File: src/rtl/fdt_update_gen_pkg.sv
// ---------------------------------------------------------------------------
// fdt_update_gen_pkg
// Shared widths, size-class bit positions, queue entry type and pacing FSM
// state encoding for the FDT update generator and its row-summary helper.
// No ports.
// ---------------------------------------------------------------------------
package fdt_update_gen_pkg;

  // Find-table row index and per-row size-class vector widths
  localparam int FDT_INDEX_WIDTH = 6;
  localparam int FDT_BIT_WIDTH   = 4;

  // Size-class bit positions inside the update vector (1 = no free block of that class)
  localparam int FDT_BIT_512 = 0;
  localparam int FDT_BIT_1K  = 1;
  localparam int FDT_BIT_2K  = 2;
  localparam int FDT_BIT_4K  = 3;

  // 512B leaves per 4K row; the summary logic is written for exactly 8
  localparam int LEAF_NUM = 8;

  // One pending update: which row, and its summarised size-class vector
  typedef struct packed {
    logic [FDT_INDEX_WIDTH-1:0] idx;
    logic [FDT_BIT_WIDTH-1:0]   bits;
  } fdt_entry_t;

  // Pacing FSM: ISSUE is the cycle the strobe is on the wire, WAIT burns the gap
  typedef enum logic [1:0] {
    ST_IDLE  = 2'd0,
    ST_ISSUE = 2'd1,
    ST_WAIT  = 2'd2
  } pace_state_e;

endpackage

File: src/rtl/fdt_update_gen_if.sv
// ---------------------------------------------------------------------------
// fdt_update_gen_if
// Groups the row-report handshake (AT tree -> generator) and the find-table
// update bus (generator -> find table) plus the queue level.
//   master : AT-tree / find-table side (drives reports, observes updates)
//   slave  : fdt_update_gen
// Parameter FIFO_DEPTH sizes fifo_level_out ($clog2(FIFO_DEPTH)+1 bits).
// ---------------------------------------------------------------------------
interface fdt_update_gen_if
  import fdt_update_gen_pkg::*;
#(
  parameter int FIFO_DEPTH = 4
);
  localparam int LVL_W = $clog2(FIFO_DEPTH) + 1;

  logic                       row_upd_valid_in;
  logic                       row_upd_ready_out;
  logic [FDT_INDEX_WIDTH-1:0] row_upd_idx_in;
  logic [LEAF_NUM-1:0]        row_upd_occ_in;
  logic                       fdt_update_valid_at_out;
  logic [FDT_INDEX_WIDTH-1:0] fdt_update_idx_at_out;
  logic [FDT_BIT_WIDTH-1:0]   fdt_update_bit_sequence_out;
  logic [LVL_W-1:0]           fifo_level_out;

  modport master (
    output row_upd_valid_in, row_upd_idx_in, row_upd_occ_in,
    input  row_upd_ready_out, fdt_update_valid_at_out, fdt_update_idx_at_out,
    input  fdt_update_bit_sequence_out, fifo_level_out
  );

  modport slave (
    input  row_upd_valid_in, row_upd_idx_in, row_upd_occ_in,
    output row_upd_ready_out, fdt_update_valid_at_out, fdt_update_idx_at_out,
    output fdt_update_bit_sequence_out, fifo_level_out
  );

endinterface

File: src/rtl/fdt_update_gen_row_summary.sv
// ---------------------------------------------------------------------------
// fdt_row_summary
// Pure combinational reduction of an 8-leaf occupancy map into the 4-bit
// size-class "full" vector. Reusable by the AT-tree checker.
//   occ_i  [LEAF_NUM]      : 1 = leaf in use
//   bits_o [FDT_BIT_WIDTH] : [0]512 [1]1K [2]2K [3]4K, 1 = no free block of class
// ---------------------------------------------------------------------------
module fdt_row_summary
  import fdt_update_gen_pkg::*;
(
  input  logic [LEAF_NUM-1:0]      occ_i,
  output logic [FDT_BIT_WIDTH-1:0] bits_o
);

  logic pair_free_s;
  logic nib_free_s;

  // Look for an aligned all-free 1K pair / 2K nibble and fold into the class vector
  always_comb begin
    pair_free_s = 1'b0;
    nib_free_s  = 1'b0;
    for (int i = 0; i < 4; i++) begin
      pair_free_s = pair_free_s | (occ_i[2*i +: 2] == 2'b00);
    end
    for (int j = 0; j < 2; j++) begin
      nib_free_s = nib_free_s | (occ_i[4*j +: 4] == 4'b0000);
    end
    bits_o              = {FDT_BIT_WIDTH{1'b0}};
    bits_o[FDT_BIT_512] = &occ_i;
    bits_o[FDT_BIT_1K]  = ~pair_free_s;
    bits_o[FDT_BIT_2K]  = ~nib_free_s;
    // A 4K block is only free when the whole row is empty
    bits_o[FDT_BIT_4K]  = |occ_i;
  end

endmodule

File: src/rtl/fdt_update_gen.sv
// ---------------------------------------------------------------------------
// fdt_update_gen
// Source end of the FDT update interface. Accepts per-row leaf-occupancy
// reports, summarises each into a size-class vector, queues it, and issues
// paced single-cycle update strobes to the find table in acceptance order.
//   clk, rst_n (async, active-low)
//   bus (fdt_update_gen_if.slave): report handshake in, update strobe out,
//       queue level out.
// Parameters: FIFO_DEPTH (power of 2, >=2), MIN_GAP (>=1 cycles between strobes).
// Optional build macro FDT_UPD_COALESCE_EN: a report whose row is already
// queued (and not being popped this cycle) overwrites that entry in place.
// ---------------------------------------------------------------------------
module fdt_update_gen
  import fdt_update_gen_pkg::*;
#(
  parameter int FIFO_DEPTH = 4,
  parameter int MIN_GAP    = 3
)
(
  input  logic           clk,
  input  logic           rst_n,
  fdt_update_gen_if.slave bus
);

  localparam int PTR_W = $clog2(FIFO_DEPTH);
  localparam int LVL_W = PTR_W + 1;
  localparam int GAP_W = (MIN_GAP > 1) ? $clog2(MIN_GAP) : 1;
  localparam logic [LVL_W-1:0] LVL_FULL = LVL_W'(FIFO_DEPTH);
  localparam logic [GAP_W-1:0] GAP_LOAD = GAP_W'(MIN_GAP - 1);

  fdt_entry_t                 mem_q [FIFO_DEPTH];
  logic [PTR_W-1:0]           wr_ptr_q, rd_ptr_q;
  logic [LVL_W-1:0]           level_q, level_d;
  logic                       full_q;

  pace_state_e                state_q, state_d;
  logic [GAP_W-1:0]           gap_q, gap_d;
  logic                       valid_q, valid_d;
  logic [FDT_INDEX_WIDTH-1:0] idx_q, idx_d;
  logic [FDT_BIT_WIDTH-1:0]   bits_q, bits_d;

  logic [FDT_BIT_WIDTH-1:0]   sum_s;
  logic                       empty_s, pop_s, accept_s, push_s, hit_s, ready_s;
  fdt_entry_t                 head_s;

  fdt_row_summary u_summary (
    .occ_i  (bus.row_upd_occ_in),
    .bits_o (sum_s)
  );

  assign empty_s = (level_q == {LVL_W{1'b0}});
  assign head_s  = mem_q[rd_ptr_q];

`ifdef FDT_UPD_COALESCE_EN
  logic [PTR_W-1:0] hit_slot_s;

  // Match the incoming row against live entries; the head being popped right now is excluded
  always_comb begin
    logic [PTR_W-1:0] slot_v;
    logic [PTR_W-1:0] off_v;
    hit_s      = 1'b0;
    hit_slot_s = {PTR_W{1'b0}};
    for (int i = 0; i < FIFO_DEPTH; i++) begin
      slot_v = PTR_W'(i);
      off_v  = slot_v - rd_ptr_q;
      if (({1'b0, off_v} < level_q) &&
          (mem_q[i].idx == bus.row_upd_idx_in) &&
          !(pop_s && (slot_v == rd_ptr_q))) begin
        hit_s      = 1'b1;
        hit_slot_s = slot_v;
      end else begin
        hit_s      = hit_s;
        hit_slot_s = hit_slot_s;
      end
    end
  end

  // A matching report never needs a slot, so it may be taken even when full
  assign ready_s = ~full_q | hit_s;
`else
  assign hit_s   = 1'b0;
  assign ready_s = ~full_q;
`endif

  assign accept_s = bus.row_upd_valid_in & ready_s;
  assign push_s   = accept_s & ~hit_s;

  // Queue occupancy next state; push and pop together leave it unchanged
  always_comb begin
    case ({push_s, pop_s})
      2'b10:   level_d = level_q + LVL_W'(1);
      2'b01:   level_d = level_q - LVL_W'(1);
      default: level_d = level_q;
    endcase
  end

  // Pending-update queue storage, pointers and level/full flags
  always_ff @(posedge clk or negedge rst_n) begin
    if (!rst_n) begin
      for (int i = 0; i < FIFO_DEPTH; i++) begin
        mem_q[i] <= '0;
      end
      wr_ptr_q <= {PTR_W{1'b0}};
      rd_ptr_q <= {PTR_W{1'b0}};
      level_q  <= {LVL_W{1'b0}};
      full_q   <= 1'b0;
    end else begin
      if (push_s) begin
        mem_q[wr_ptr_q] <= '{idx: bus.row_upd_idx_in, bits: sum_s};
        wr_ptr_q        <= wr_ptr_q + PTR_W'(1);
      end
`ifdef FDT_UPD_COALESCE_EN
      if (accept_s && hit_s) begin
        mem_q[hit_slot_s].bits <= sum_s;
      end
`endif
      if (pop_s) begin
        rd_ptr_q <= rd_ptr_q + PTR_W'(1);
      end
      level_q <= level_d;
      full_q  <= (level_d == LVL_FULL);
    end
  end

  // Pacing FSM: pop when allowed, strobe next cycle, then hold off MIN_GAP-1 cycles
  always_comb begin
    state_d = state_q;
    gap_d   = gap_q;
    pop_s   = 1'b0;
    valid_d = 1'b0;
    idx_d   = idx_q;
    bits_d  = bits_q;
    case (state_q)
      ST_IDLE: begin
        if (!empty_s) begin
          pop_s   = 1'b1;
          valid_d = 1'b1;
          idx_d   = head_s.idx;
          bits_d  = head_s.bits;
          gap_d   = GAP_LOAD;
          state_d = ST_ISSUE;
        end else begin
          state_d = ST_IDLE;
        end
      end
      ST_ISSUE, ST_WAIT: begin
        if (gap_q != {GAP_W{1'b0}}) begin
          gap_d   = gap_q - GAP_W'(1);
          state_d = ST_WAIT;
        end else if (!empty_s) begin
          pop_s   = 1'b1;
          valid_d = 1'b1;
          idx_d   = head_s.idx;
          bits_d  = head_s.bits;
          gap_d   = GAP_LOAD;
          state_d = ST_ISSUE;
        end else begin
          state_d = ST_IDLE;
        end
      end
      default: begin
        gap_d   = {GAP_W{1'b0}};
        state_d = ST_IDLE;
      end
    endcase
  end

  // Pacing state and registered update outputs
  always_ff @(posedge clk or negedge rst_n) begin
    if (!rst_n) begin
      state_q <= ST_IDLE;
      gap_q   <= {GAP_W{1'b0}};
      valid_q <= 1'b0;
      idx_q   <= {FDT_INDEX_WIDTH{1'b0}};
      bits_q  <= {FDT_BIT_WIDTH{1'b0}};
    end else begin
      state_q <= state_d;
      gap_q   <= gap_d;
      valid_q <= valid_d;
      idx_q   <= idx_d;
      bits_q  <= bits_d;
    end
  end

  assign bus.row_upd_ready_out           = ready_s;
  assign bus.fdt_update_valid_at_out     = valid_q;
  assign bus.fdt_update_idx_at_out       = idx_q;
  assign bus.fdt_update_bit_sequence_out = bits_q;
  assign bus.fifo_level_out              = level_q;

endmodule
File: src/flat_wrapper.sv
// flat-port wrapper written by rule: the top's interface ports become plain ports
module fdt_update_gen_flat import fdt_update_gen_pkg::*;
#(
  parameter int FIFO_DEPTH = 4,
  parameter int MIN_GAP    = 3
)
  (clk, rst_n, bus_row_upd_valid_in, bus_row_upd_idx_in, bus_row_upd_occ_in, bus_row_upd_ready_out, bus_fdt_update_valid_at_out, bus_fdt_update_idx_at_out, bus_fdt_update_bit_sequence_out, bus_fifo_level_out);
  fdt_update_gen_if #(.FIFO_DEPTH(FIFO_DEPTH)) bus_i ();
  input  logic clk;
  input  logic rst_n;
  input wire logic [$bits(bus_i.row_upd_valid_in)-1:0] bus_row_upd_valid_in;
  input wire logic [$bits(bus_i.row_upd_idx_in)-1:0] bus_row_upd_idx_in;
  input wire logic [$bits(bus_i.row_upd_occ_in)-1:0] bus_row_upd_occ_in;
  output wire logic [$bits(bus_i.row_upd_ready_out)-1:0] bus_row_upd_ready_out;
  output wire logic [$bits(bus_i.fdt_update_valid_at_out)-1:0] bus_fdt_update_valid_at_out;
  output wire logic [$bits(bus_i.fdt_update_idx_at_out)-1:0] bus_fdt_update_idx_at_out;
  output wire logic [$bits(bus_i.fdt_update_bit_sequence_out)-1:0] bus_fdt_update_bit_sequence_out;
  output wire logic [$bits(bus_i.fifo_level_out)-1:0] bus_fifo_level_out;
  assign bus_i.row_upd_valid_in = bus_row_upd_valid_in;
  assign bus_i.row_upd_idx_in = bus_row_upd_idx_in;
  assign bus_i.row_upd_occ_in = bus_row_upd_occ_in;
  assign bus_row_upd_ready_out = bus_i.row_upd_ready_out;
  assign bus_fdt_update_valid_at_out = bus_i.fdt_update_valid_at_out;
  assign bus_fdt_update_idx_at_out = bus_i.fdt_update_idx_at_out;
  assign bus_fdt_update_bit_sequence_out = bus_i.fdt_update_bit_sequence_out;
  assign bus_fifo_level_out = bus_i.fifo_level_out;
  fdt_update_gen #(.FIFO_DEPTH(FIFO_DEPTH), .MIN_GAP(MIN_GAP)) u_core (.clk(clk), .rst_n(rst_n), .bus(bus_i));
endmodule
File: config.mk
export PLATFORM = sky130hd
export DESIGN_NAME = fdt_update_gen_flat
export DESIGN_NICKNAME = d
export VERILOG_FILES = /design/src/rtl/fdt_update_gen_pkg.sv /design/src/rtl/fdt_update_gen_if.sv /design/src/rtl/fdt_update_gen_row_summary.sv /design/src/rtl/fdt_update_gen.sv /design/src/flat_wrapper.sv
export SDC_FILE = /design/constraint.sdc
export NUM_CORES = 1
export LEC_CHECK = 0
export CELL_PAD_IN_SITES_DETAIL_PLACEMENT = 1
export CELL_PAD_IN_SITES_GLOBAL_PLACEMENT = 2
export CORE_UTILIZATION = 36
export DETAILED_ROUTE_END_ITERATION = 8
export PLACE_DENSITY = 0.84
export SLEW_MARGIN = 20
export SYNTH_ARGS = -nofsm -noshare
export SYNTH_HDL_FRONTEND = slang
export SYNTH_HIERARCHICAL = 1
export SYNTH_SLANG_ARGS = --single-unit
File: constraint.sdc
create_clock -name clk -period 2.6 [get_ports clk]
set_input_delay 0.39 -clock clk [delete_from_list [all_inputs] [get_ports clk]]
set_output_delay 0.39 -clock clk [all_outputs]
set_load 0.005 [all_outputs]
==> key figures, run 1 <==
Drt
  • DR iter-0 viols: 50
  • Remaining antenna violation count after routing: 0
  • Post-Route WL: 5.85 mm
  • Drc violations: 0
  • Drt pass-1 iters: 4
  • Wire length per cell: 17.1 um
  • Vias: 1678
  • Via density per instance: about 4.9

STA
  • Final setup viols: 0
  • Least-Margin Pin Slew: 0.688 ns
  • Setup TNS: 0 ns
  • Clock skew: 0.00568 ns
  • Hold Fails Final Rpt: 0
  • Slew margin rel.: 0.541
  • Max Slew Vio Count: 0
  • Crit path time final: 2.49 ns
  • F_max: 401 MHz
  • Final critical-path share of the clock period: 0.958

Clock tree
  • Num CTS Buffers: 9
  • Sink Count: 62
  • CTS tree: yes
  • Clock Path Buffers: 2
  • Clock transition at path regs: 0.07 ns
  • Hold buffers post-CTS: 0
  • Root Driver: clkbuf_8
  • Depth of the CTS H-tree: 3
  • Worst-skew pair later-pin latency: between 0.3 and 0.4 ns

Setup path
  • Slowest stage delay, CP: roughly 0.35 ns
  • Critical path, cell by cell: inv_1 -> ha_4 -> nor3b_4 -> o211ai_1 -> inv_1 -> ha_2 -> inv_1 -> fa_2 -> xor2_1 -> or3_4 -> a211oi_2
  • Delay-heaviest family, CP: adder cells
  • Slowest stage cell, crit path: dfrtp_1
  • Worst Setup End Kind: flip-flop
  • Setup crit start kind: flip-flop
  • CP required: 2.85 ns
  • Critical Path AT: 2.74 ns
  • Max Fanout on Critical Path: 2
  • Worst path most repeated cell: inv_1
  • Worst path bufs/invs: 3
  • Setup CP Type: reg -> reg

Pwr
  • Leakage power: 0.00147 uW
  • PD cells: 1270 mW/mm^2
  • Pwr Total: 4470 uW
  • Peak supply drop: 0.398 mV

Global routing
  • Total GRT Usage: 0.162
  • Pin count of the biggest net entering global routing: 36
  • Number of global-route vias before repair: around 1900
  • Initial antenna violation count: 0
  • Gr ovfl total: 0
  • Global-route wire length before repair: 9.92 mm

Yosys
  • Register area share after synthesis: 0.556
  • Synth Instances: 187
  • Mean Syn Cell Area: 14.9 um^2
  • Synth cell types: 33
  • Synth Cell Area: approximately 0.0028 mm^2
  • YS warnings: 6
  • Yosys reg bits: 62
  • Cell taking the most area after synthesis: dfrtp_1
  • Syn Nets: 212
  • Top cell type's share of synthesized area: 0.556
  • Main area contributors after synthesis: dfrtp_1 56%, mux2_2 20%, mux4_2 6.5%

Layout
  • Share of cells above drive strength 1: 0.405
  • Multi-input gate area: 0.00122 mm^2
  • Post-layout utilization of the core: 0.480
  • Number of fill cells: between 700 and 800
  • Synth-to-Final Area Change: 26.7%
  • Nets: 262
  • Reg area: 0.00155 mm^2
  • Ant diodes: 0

Floorplan
  • Num rows: 31
  • Die width: 90.0 um
  • DIE AREA: 0.00810 mm^2
  • Area of the core: 0.00737 mm^2
  • Initial core utilization: 0.378
  • Die Y: 90.0 um
  • Boundary pin count: 32

Run status
  • Status: finished, final reports clean

Run
  • Max_cap viols: 0

Placed design
  • Hpwl dp: 3.87 mm
  • IO buf count: 31
  • Gpl congestion: 0.761

Min path
  • HP Class: in -> async
-- final cells by class --
cell class / instances / share of cell area
Clock buffer: 12 / 0.0439
Clock inverter: 4 / 0.0127
Inverter: 11 / 0.0117
Multi-Input combinational cell: 111 / 0.344
Sequential cell: 62 / 0.439
Tap cell: 99 / 0.0350
Timing Repair Buffer: 42 / 0.113
-- repair_timing --
action                                  in CTS  in global routing
cloned                                       0                  0
setup buffers                                1                  3
pin swaps                                    1                  4
gates resized for setup                      3                  6
endpoints found under the setup margin       1                  1
-- flip-flops by register name, summed over array words and instances, names as in the netlist --
register and count:
u_core/bus.fdt_update_bit_sequence_out 4, u_core/wr_ptr_q 2, u_core/rd_ptr_q 2, u_core/bus.fdt_update_valid_at_out 1, u_core/full_q 1, u_core/mem_q 40, u_core/gap_q 2, u_core/state_q 1
u_core/bus.fifo_level_out 3, u_core/bus.fdt_update_idx_at_out 6
-- layout by cell type, fill, tap and decap left out, types with 3 or more instances in the layout --
cell	n
a21oi_1	3
mux2_2	50
clkdlybuf4s50_1	30
mux4_2	8
xnor2_1	4
inv_1	10
clkbuf_8	11
dfrtp_1	62
nand2_1	4
buf_4	10
ha_1	4
clkinv_2	3
o21ai_0	3
nor2_1	3
nand2_2	4
-- routing by layer --
layer  GRT usage  routed length, um  vias up  part of all wire
met5           0                  0        -                 0
met2       0.261               2960       25              0.51
li1            -                  -      783                 -
met3      0.0423                158        8             0.027
met4      0.0726                 93        0             0.016
met1       0.204               2640      862              0.45
-- cells in the mapped netlist --
| master | number |
|---|---|
| dfrtp_1 | 62 |
| mux2_2 | 50 |
| inv_1 | 11 |
| mux4_2 | 8 |
| ha_1 | 7 |
| nand2_1 | 4 |
| nand2_2 | 4 |
| xnor2_1 | 4 |
| a21oi_1 | 3 |
| nor2_1 | 3 |
| o21ai_0 | 3 |
| mux4_1 | 2 |
| nand4_1 | 2 |
| nor3_1 | 2 |
| nor4_1 | 2 |
| o22ai_1 | 2 |
| or3_1 | 2 |
| a211oi_1 | 1 |
| buf_2 | 1 |
| buf_6 | 1 |
| clkbuf_1 | 1 |
| fa_1 | 1 |
| nand2b_1 | 1 |
| nand3_1 | 1 |
| nand3b_1 | 1 |
| nor2b_1 | 1 |
| nor3_4 | 1 |
| nor3b_1 | 1 |
| o2111ai_1 | 1 |
| o211ai_1 | 1 |
| o21a_1 | 1 |
| or2b_1 | 1 |
| xor2_1 | 1 |
-- power by group --
group          switching [uW]  leakage, uW  internal, uW  total, uW
clock                     368     0.000106           490        859
sequential                291     0.000728          1390       1680
combinational             755     0.000631          1180       1930
total                    1410      0.00147          3060       4470
-- cell families (layout without fill, tap and decap cells) --
kind of cell	Yosys count	count (layout)	synth area share
flops	62	62	0.556
xor+xnor	5	5	0.0157
simple gates	26	26	0.0556
compound gates	12	12	0.0265
mux	60	60	0.285
fa+ha+maj	8	8	0.0386
buf+inv	14	69	0.0220
-- path summary, 6_finish.rpt --
| path | startpoint | end | slack [ns] | depth (start not counted) |
|---|---|---|---|---|
| hold / removal | rst_n | u_core/mem_q[36]$_DFFE_PN0P_ | 0.09 | 1 |
| setup / recovery | u_core/state_q[1]$_DFF_PN0_ | u_core/full_q$_DFF_PN0_ | 0.11 | 11 |
| max in group asynchronous | rst_n | u_core/wr_ptr_q[1]$_DFFE_PN0P_ | 1.89 | 2 |
| setup reg to reg | u_core/state_q[1]$_DFF_PN0_ | u_core/full_q$_DFF_PN0_ | 0.11 | 11 |
| min in group clk | u_core/mem_q[10]$_DFFE_PN0P_ | u_core/mem_q[10]$_DFFE_PN0P_ | 0.51 | 1 |
| hold reg to reg | u_core/mem_q[10]$_DFFE_PN0P_ | u_core/mem_q[10]$_DFFE_PN0P_ | 0.51 | 1 |
-- worst register-to-register path, cell delays in order (launching register included) --
cell and delay, ns:
dfrtp_1 0.35, inv_1 0.08, ha_4 0.27, nor3b_4 0.19, o211ai_1 0.14, inv_1 0.10
ha_2 0.17, inv_1 0.05, fa_2 0.33, xor2_1 0.15, or3_4 0.34, a211oi_2 0.23
-- metrics by stage --
| stage | std cells | hold slack (ns) | instance area (um^2) | setup WS, ns |
|---|---|---|---|---|
| floorplan | 187 | 0.0944 | 2790 | 0.0762 |
| global placement | 321 | 0.461 | 3260 | 0.108 |
| detailed placement | 321 | 0.479 | 3260 | -0.144 |
| CTS | 338 | 0.0990 | 3490 | 0.000725 |
| global route | 341 | 0.119 | 3530 | -0.0267 |
| finish | 341 | 0.0909 | 3530 | 0.109 |
Power figures use the tool's default switching activity.
==> inputs of run 2 (changes only) <==
--- a/config.mk
+++ b/config.mk
@@ -7,9 +7,12 @@
 export LEC_CHECK = 0
 export CELL_PAD_IN_SITES_DETAIL_PLACEMENT = 1
 export CELL_PAD_IN_SITES_GLOBAL_PLACEMENT = 2
+export CORE_ASPECT_RATIO = 1.1
+export CORE_MARGIN = 10
 export CORE_UTILIZATION = 36
 export DETAILED_ROUTE_END_ITERATION = 8
 export PLACE_DENSITY = 0.84
+export SETUP_SLACK_MARGIN = 0.05
 export SLEW_MARGIN = 20
 export SYNTH_ARGS = -nofsm -noshare
 export SYNTH_HDL_FRONTEND = slang
==> run 2 against run 1 <==
Net effect:
- cell count is 4.1% higher
- combinational power is 17% higher
- cell area is 2.6% higher
- via count is 3.6% higher
- global-route usage is 5.4 points lower
- clock power is 7.0% higher
- non-clock buffer count is 8 higher
- die area is 44% higher
- largest power group unchanged
- sequential power hardly changed
- sequential share of layout area is 1.1 points lower
- maximum frequency is 1.8% lower
- routed wire length is 5.5% higher
==> key figures, run 2 (synthesis results as in run 1) <==
Pwr
  • PD cells: 1340 mW/mm^2 (+5.5%)
  • Peak supply drop: 0.733 mV (+84%)
  • Pwr Total: 4840 uW (+8.2%)
  • Leakage power: 0.00151 uW (+3.3%)

STA
  • Least-Margin Pin Slew: 0.580 ns (-0.109 ns)
  • Final setup viols: 0 (unchanged)
  • Clock skew: 0.00960 ns (+0.00392 ns)
  • Final WS setup: 0.0645 ns (-0.0445 ns)
  • RSZ-0062 raised after global routing: true
  • Setup TNS: 0 ns (unchanged)
  • Max Slew Vio Count: 0 (unchanged)
  • Final hold slack: 0.0552 ns (-0.0357 ns)
  • Crit path time final: 2.54 ns (+0.0445 ns)
  • Slew margin rel.: 0.612 (+0.0712)
  • Hold Fails Final Rpt: 0 (unchanged)
  • Final critical-path share of the clock period: 0.975 (+0.0171)
  • F_max: 394 MHz (-1.8%)

Clock tree
  • Clock transition at path regs: 0.07 ns (about the same)
  • Worst-skew pair later-pin latency: 0.34 ns (about the same)
  • Depth of the CTS H-tree: 3 (unchanged)
  • Hold buffers post-CTS: 0 (unchanged)
  • Root Driver: clkbuf_8
  • Sink Count: 62 (unchanged)
  • Num CTS Buffers: 9 (unchanged)
  • Clock Path Buffers: 2 (unchanged)
  • CTS tree: yes

Layout
  • Commonest cells after routing, fill and taps aside: 62 x dfrtp_1, 50 x mux2_2, 30 x clkdlybuf4s50_1, 15 x buf_4, 10 x clkbuf_8
  • Number of flip-flops in the largest register: 40 (unchanged)
  • Post-layout utilization of the core: 0.483 (+0.00289)
  • Synth-to-Final Area Change: 30.0%
  • Share of cells above drive strength 1: 0.420 (+0.0150)
  • Ant diodes: 0 (unchanged)
  • Nets: 270 (+3.1%)
  • Biggest register: u_core/mem_q
  • Commonest non-fill, non-tap cell in the layout: dfrtp_1

Floorplan
  • Die width: 104 um (+15%)
  • Die Y: 112 um (+25%)
  • Boundary pin count: 32 (unchanged)
  • Area of the core: 0.00751 mm^2 (+2.0%)
  • Num rows: 33 (+6.5%)
  • Initial core utilization: 0.371 (-0.00731)
  • DIE AREA: 0.0117 mm^2 (+44%)

Placed design
  • IO buf count: 31 (unchanged)
  • Gpl congestion: 0.686 (-9.8%)
  • Hpwl dp: 3.93 mm (+1.7%)
  • Place WS: -0.0890 ns (+0.0547 ns)

Setup path
  • Worst setup path start: u_core/bus.fdt_update_valid_at_out$_DFF_PN0_
  • Critical path, cell by cell: inv_2 -> ha_4 -> nor3b_4 -> o211ai_1 -> inv_1 -> ha_2 -> inv_1 -> fa_2 -> xor2_1 -> or3_4 -> a211oi_2
  • Setup crit start kind: flip-flop
  • Slowest stage cell, crit path: dfrtp_1
  • Worst path most repeated cell: inv_1
  • Max Fanout on Critical Path: 4 (+2)
  • CP required: 2.85 ns (about the same)
  • Reg-to-reg slack, setup: 0.06 ns (-0.04 ns)
  • RR Startpoint: u_core/bus.fdt_update_valid_at_out$_DFF_PN0_
  • Worst Setup End Kind: flip-flop
  • Slowest stage delay, CP: 0.37 ns (+0.02 ns)
  • Setup CP Type: reg -> reg
  • Critical Path AT: 2.78 ns (+0.04 ns)

Global routing
  • Number of global-route vias before repair: 1984 (+2.9%)
  • Global-route wire length before repair: 10.1 mm (+1.7%)
  • Initial antenna violation count: 0 (unchanged)
  • Pin count of the biggest net entering global routing: 63 (+75%)
  • Total GRT Usage: 0.108 (-0.0538)
  • Gr ovfl total: 0 (unchanged)

Drt
  • Post-Route WL: 6.17 mm (+5.5%)
  • Drc violations: 0 (unchanged)
  • Via density per instance: 4.90 (-0.51%)
  • DR iter-0 viols: 29 (-42%)
  • Remaining antenna violation count after routing: 0 (unchanged)
  • Drt pass-1 iters: 4 (unchanged)
  • Wire length per cell: 17.4 um (+1.3%)
  • Vias: 1738 (+3.6%)

Min path
  • HP Class: in -> async

Run
  • Max_cap viols: 0 (unchanged)

Run status
  • Status: finished, final reports clean
## run 2: layout make-up
type | instances | area (um^2)
multi-input combinational | 111 | 1210
timing repair buffer | 50 | 472
sequential | 62 | 1550
clock buffer | 12 | 145
tap | 105 | 131
inverter | 11 | 41.3
clock inverter | 4 | 70.1
fill | 785 | 3890
## run 2: routing by layer
metal | track usage | share of wire
met1 | 0.121 | 0.41
met2 | 0.188 | 0.54
met3 | 0.0257 | 0.034
met4 | 0.0529 | 0.015
met5 | 0 | 0
## run 2: path summary, 6_finish.rpt
path / endpoint / cells past startpoint
worst max register to register: u_core/full_q$_DFF_PN0_ / 11
max in group asynchronous: u_core/rd_ptr_q[1]$_DFFE_PN0P_ / 2
min in group clk: u_core/mem_q[23]$_DFFE_PN0P_ / 1
worst max-delay path: u_core/full_q$_DFF_PN0_ / 11
worst min register to register: u_core/mem_q[23]$_DFFE_PN0P_ / 1
worst min-delay path: u_core/mem_q[20]$_DFFE_PN0P_ / 2
## run 2: worst max-delay path, delay by kind of cell, from the launching register on
kind,cells,cell delay (ns)
compound gates,2,0.35
fa+ha+maj,3,0.80
flops,1,0.37
simple gates,2,0.53
buf+inv,3,0.23
xor+xnor,1,0.16
## run 2: where the power goes
| part | switching (uW) | internal [uW] | leakage (uW) |
|---|---|---|---|
| Sequential | 277 | 1390 | 0.000728 |
| Combinational | 879 | 1370 | 0.000676 |
| Clock | 356 | 563 | 0.000110 |
## run 2: repair_timing
action	in CTS	in global routing
setup endpoints to repair	1	3
resized for setup	6	6
pin swaps	4	5
setup buffers	11	1
## run 2: metrics by stage
step	area [um^2]	cells
4_1_cts	3610	355
3_3_place_gp	3280	328
5_1_grt	3630	355
3_5_place_dp	3280	328
6_report	3630	355
2_1_floorplan	2790	187
==> inputs of run 3 (changes only) <==
--- a/config.mk
+++ b/config.mk
@@ -18,3 +18,4 @@
 export SYNTH_HDL_FRONTEND = slang
 export SYNTH_HIERARCHICAL = 1
 export SYNTH_SLANG_ARGS = --single-unit
+export TNS_END_PERCENT = 30
==> constraint.sdc (replaced) <==
create_clock -name clk -period 2.6 [get_ports clk]
set_input_delay 0.52 -clock clk [delete_from_list [all_inputs] [get_ports clk]]
set_output_delay 0.52 -clock clk [all_outputs]
set_load 0.005 [all_outputs]
==> run 3 against run 2 <==
Net effect:
- first-iteration DRC count grew 76%
- sequential share of layout area grew 0.77 points
- critical path type unchanged
- non-clock buffer count shrank 7
- power shrank 5.4%
- hold slack gained 0.13 ns
- count of clock-buffer cells in the layout is the same
- largest cell class unchanged
- critical path depth grew 1
- cell count shrank 2.0%
==> key figures, run 3 (synthesis results as in run 1) <==
Pwr
  • Leakage power: 0.00148 uW (-2.5%)
  • PD cells: 1280 mW/mm^2 (-3.8%)
  • Switching portion of total power: 0.308 (-0.00410)
  • Peak supply drop: 0.662 mV (-9.7%)
  • Comb power frac: 0.433 (-0.032)
  • Clock power share: 0.202 (+0.012)
  • P_sw: 1410 uW (-6.7%)
  • Int Pwr: 3170 uW (-4.9%)
  • Flop pwr share: 0.365 (+0.020)

Global routing
  • Grt met3 use: 0.0338 (+0.00801)
  • Grt peak-use layer: met2
  • Initial antenna violation count: 0 (unchanged)
  • Gr ovfl total: 0 (unchanged)
  • Total GRT Usage: 0.105 (-0.00290)
  • Pin count of the biggest net entering global routing: 37 (-41%)
  • Global-route wire length before repair: 9.63 mm (-4.5%)
  • Grt met1 use: 0.122 (+0.00108)
  • Number of global-route vias before repair: 1890 (-4.7%)
  • GR Util met2: 0.170 (-0.0186)

STA
  • Hold Fails Final Rpt: 0 (unchanged)
  • Max Slew Vio Count: 0 (unchanged)
  • Slew margin rel.: 0.582 (-0.0301)
  • Crit path time final: 2.51 ns (-0.0220 ns)
  • Final WS setup: 0.0865 ns (+0.0220 ns)
  • Clock skew: 0.00860 ns (-0.000992 ns)
  • Final setup viols: 0 (unchanged)
  • Final critical-path share of the clock period: 0.967 (-0.00846)
  • Least-Margin Pin Slew: 0.627 ns (+0.0470 ns)
  • Setup TNS: 0 ns (unchanged)
  • RSZ-0062 raised after global routing: true
  • F_max: 398 MHz (+0.88%)

Placed design
  • Hpwl dp: 3.89 mm (-1.1%)
  • Place WS: -0.105 ns (-0.0163 ns)
  • Gpl congestion: 0.724 (+5.4%)
  • IO buf count: 31 (unchanged)

Setup path
  • Critical path, cell by cell: buf_4 -> buf_4 -> ha_1 -> inv_2 -> o211ai_1 -> inv_1 -> ha_2 -> inv_1 -> fa_2 -> xor2_1 -> or3_4 -> a211oi_2
  • Slowest stage delay, CP: 0.39 ns (+0.02 ns)
  • Delay-heaviest family, CP: adder cells
  • Register-to-Register Path Depth: 12 (+1)
  • Critical Path AT: 2.77 ns (about the same)
  • Setup CP Type: reg -> reg
  • Max Fanout on Critical Path: 2 (-2)
  • Setup crit start kind: flip-flop
  • Slowest stage cell, crit path: dfrtp_1
  • Worst Setup End Kind: flip-flop
  • CP required: 2.86 ns (about the same)
  • Critical Path Stages: 12 (+1)
  • Worst path bufs/invs: 5 (+2)

Clock tree
  • Clock transition at path regs: 0.07 ns (about the same)
  • Root Driver: clkbuf_8
  • Hold buffers post-CTS: 0 (unchanged)
  • CTS tree: yes
  • Clock Path Buffers: 2 (unchanged)
  • Worst-skew pair later-pin latency: 0.34 ns (about the same)
  • Depth of the CTS H-tree: 3 (unchanged)
  • Sink Count: 62 (unchanged)
  • Num CTS Buffers: 9 (unchanged)

Drt
  • Post-Route WL: 5.72 mm (-7.2%)
  • Wire length per cell: 16.4 um (-5.3%)
  • Drc violations: 0 (unchanged)
  • DR iter-0 viols: 51 (+76%)
  • Drt pass-1 iters: 4 (unchanged)
  • Remaining antenna violation count after routing: 0 (unchanged)
  • Vias: 1733 (-0.29%)
  • Via density per instance: 4.98 (+1.7%)

Floorplan
  • Area of the core: 0.00751 mm^2 (unchanged)
  • Initial core utilization: 0.371 (unchanged)
  • DIE AREA: 0.0117 mm^2 (unchanged)
  • Die Y: 112 um (unchanged)
  • Num rows: 33 (unchanged)
  • Die width: 104 um (unchanged)
  • Boundary pin count: 32 (unchanged)

Min path
  • HP Class: in -> async

Run status
  • Status: finished, final reports clean

Layout
  • Number of flip-flops in the largest register: 40 (unchanged)
  • Biggest register: u_core/mem_q
  • Share of cells above drive strength 1: 0.407 (-0.0126)
  • Ant diodes: 0 (unchanged)
  • Nets: 263 (-2.6%)
  • Synth-to-Final Area Change: 27.7%
  • Commonest non-fill, non-tap cell in the layout: dfrtp_1
  • Commonest cells after routing, fill and taps aside: 62 x dfrtp_1, 50 x mux2_2, 30 x clkdlybuf4s50_1, 11 x buf_4, 10 x clkbuf_8

Run
  • Max_cap viols: 0 (unchanged)
-- run 3: cell count changes in the layout (fill, tap and decap cells not counted) --
cell / delta
inv_1: -1
buf_4: -4
buf_6: -3
inv_2: +1
-- run 3: metrics by stage --
| step | total power [uW] | instance area [um^2] | util | hold WS, ns | std cells |
|---|---|---|---|---|---|
| final | 4580 | 3560 | 0.474 | 0.189 | 348 |
| after detailed placement | 3530 | 3280 | 0.436 | 0.487 | 328 |
| after global placement | 3450 | 3280 | 0.436 | 0.480 | 328 |
| after CTS | 4560 | 3520 | 0.469 | 0.194 | 345 |
| after global routing | 4910 | 3560 | 0.474 | 0.222 | 348 |
| after floorplan | 2870 | 2790 | - | 0.224 | 187 |
-- run 3: power by group through the flow --
stage / combinational (uW) / sequential, uW / clock, uW
after floorplan: 1290 / 1590 / 0
after global placement: 1810 / 1650 / 0
after detailed placement: 1860 / 1670 / 0
after CTS: 1930 / 1670 / 960
after global routing: 2190 / 1720 / 1010
final: 1980 / 1670 / 925
-- run 3: cell type report --
class                           instances  area (um^2)
Inverter                               11         41.3
Sequential cell                        62         1550
Fill cell                             793         3950
Clock inverter                          4         70.1
Multi-Input combinational cell        111         1210
Clock buffer                           12          145
Tap cell                              105          131
Timing Repair Buffer                   43          408
-- run 3: path summary, 6_finish.rpt --
check                                                                  start                                     end  slack, ns
worst max-delay path            u_core/bus.fdt_update_valid_at_out$_DFF_PN0_                 u_core/full_q$_DFF_PN0_       0.09
worst min-delay path                                                   rst_n            u_core/mem_q[20]$_DFFE_PN0P_       0.19
worst max register to register  u_core/bus.fdt_update_valid_at_out$_DFF_PN0_                 u_core/full_q$_DFF_PN0_       0.09
worst min register to register                  u_core/mem_q[29]$_DFFE_PN0P_            u_core/mem_q[29]$_DFFE_PN0P_       0.50
max in group asynchronous                                              rst_n  u_core/bus.fifo_level_out[0]$_DFF_PN0_       1.79
min in group clk                                u_core/mem_q[29]$_DFFE_PN0P_            u_core/mem_q[29]$_DFFE_PN0P_       0.50
-- run 3: per-layer routing --
| metal | vias up | share of wire |
|---|---|---|
| met2 | 32 | 0.50 |
| li1 | 787 | - |
| met1 | 906 | 0.44 |
| met4 | 0 | 0.016 |
| met5 | - | 0 |
| met3 | 8 | 0.042 |
-- run 3: repair_timing --
item                                    CTS  global route
resized for setup                         3             7
setup buffers                             1             3
pin swaps                                 0             5
endpoints found under the setup margin    1             2
hold endpoints to repair                  0             0
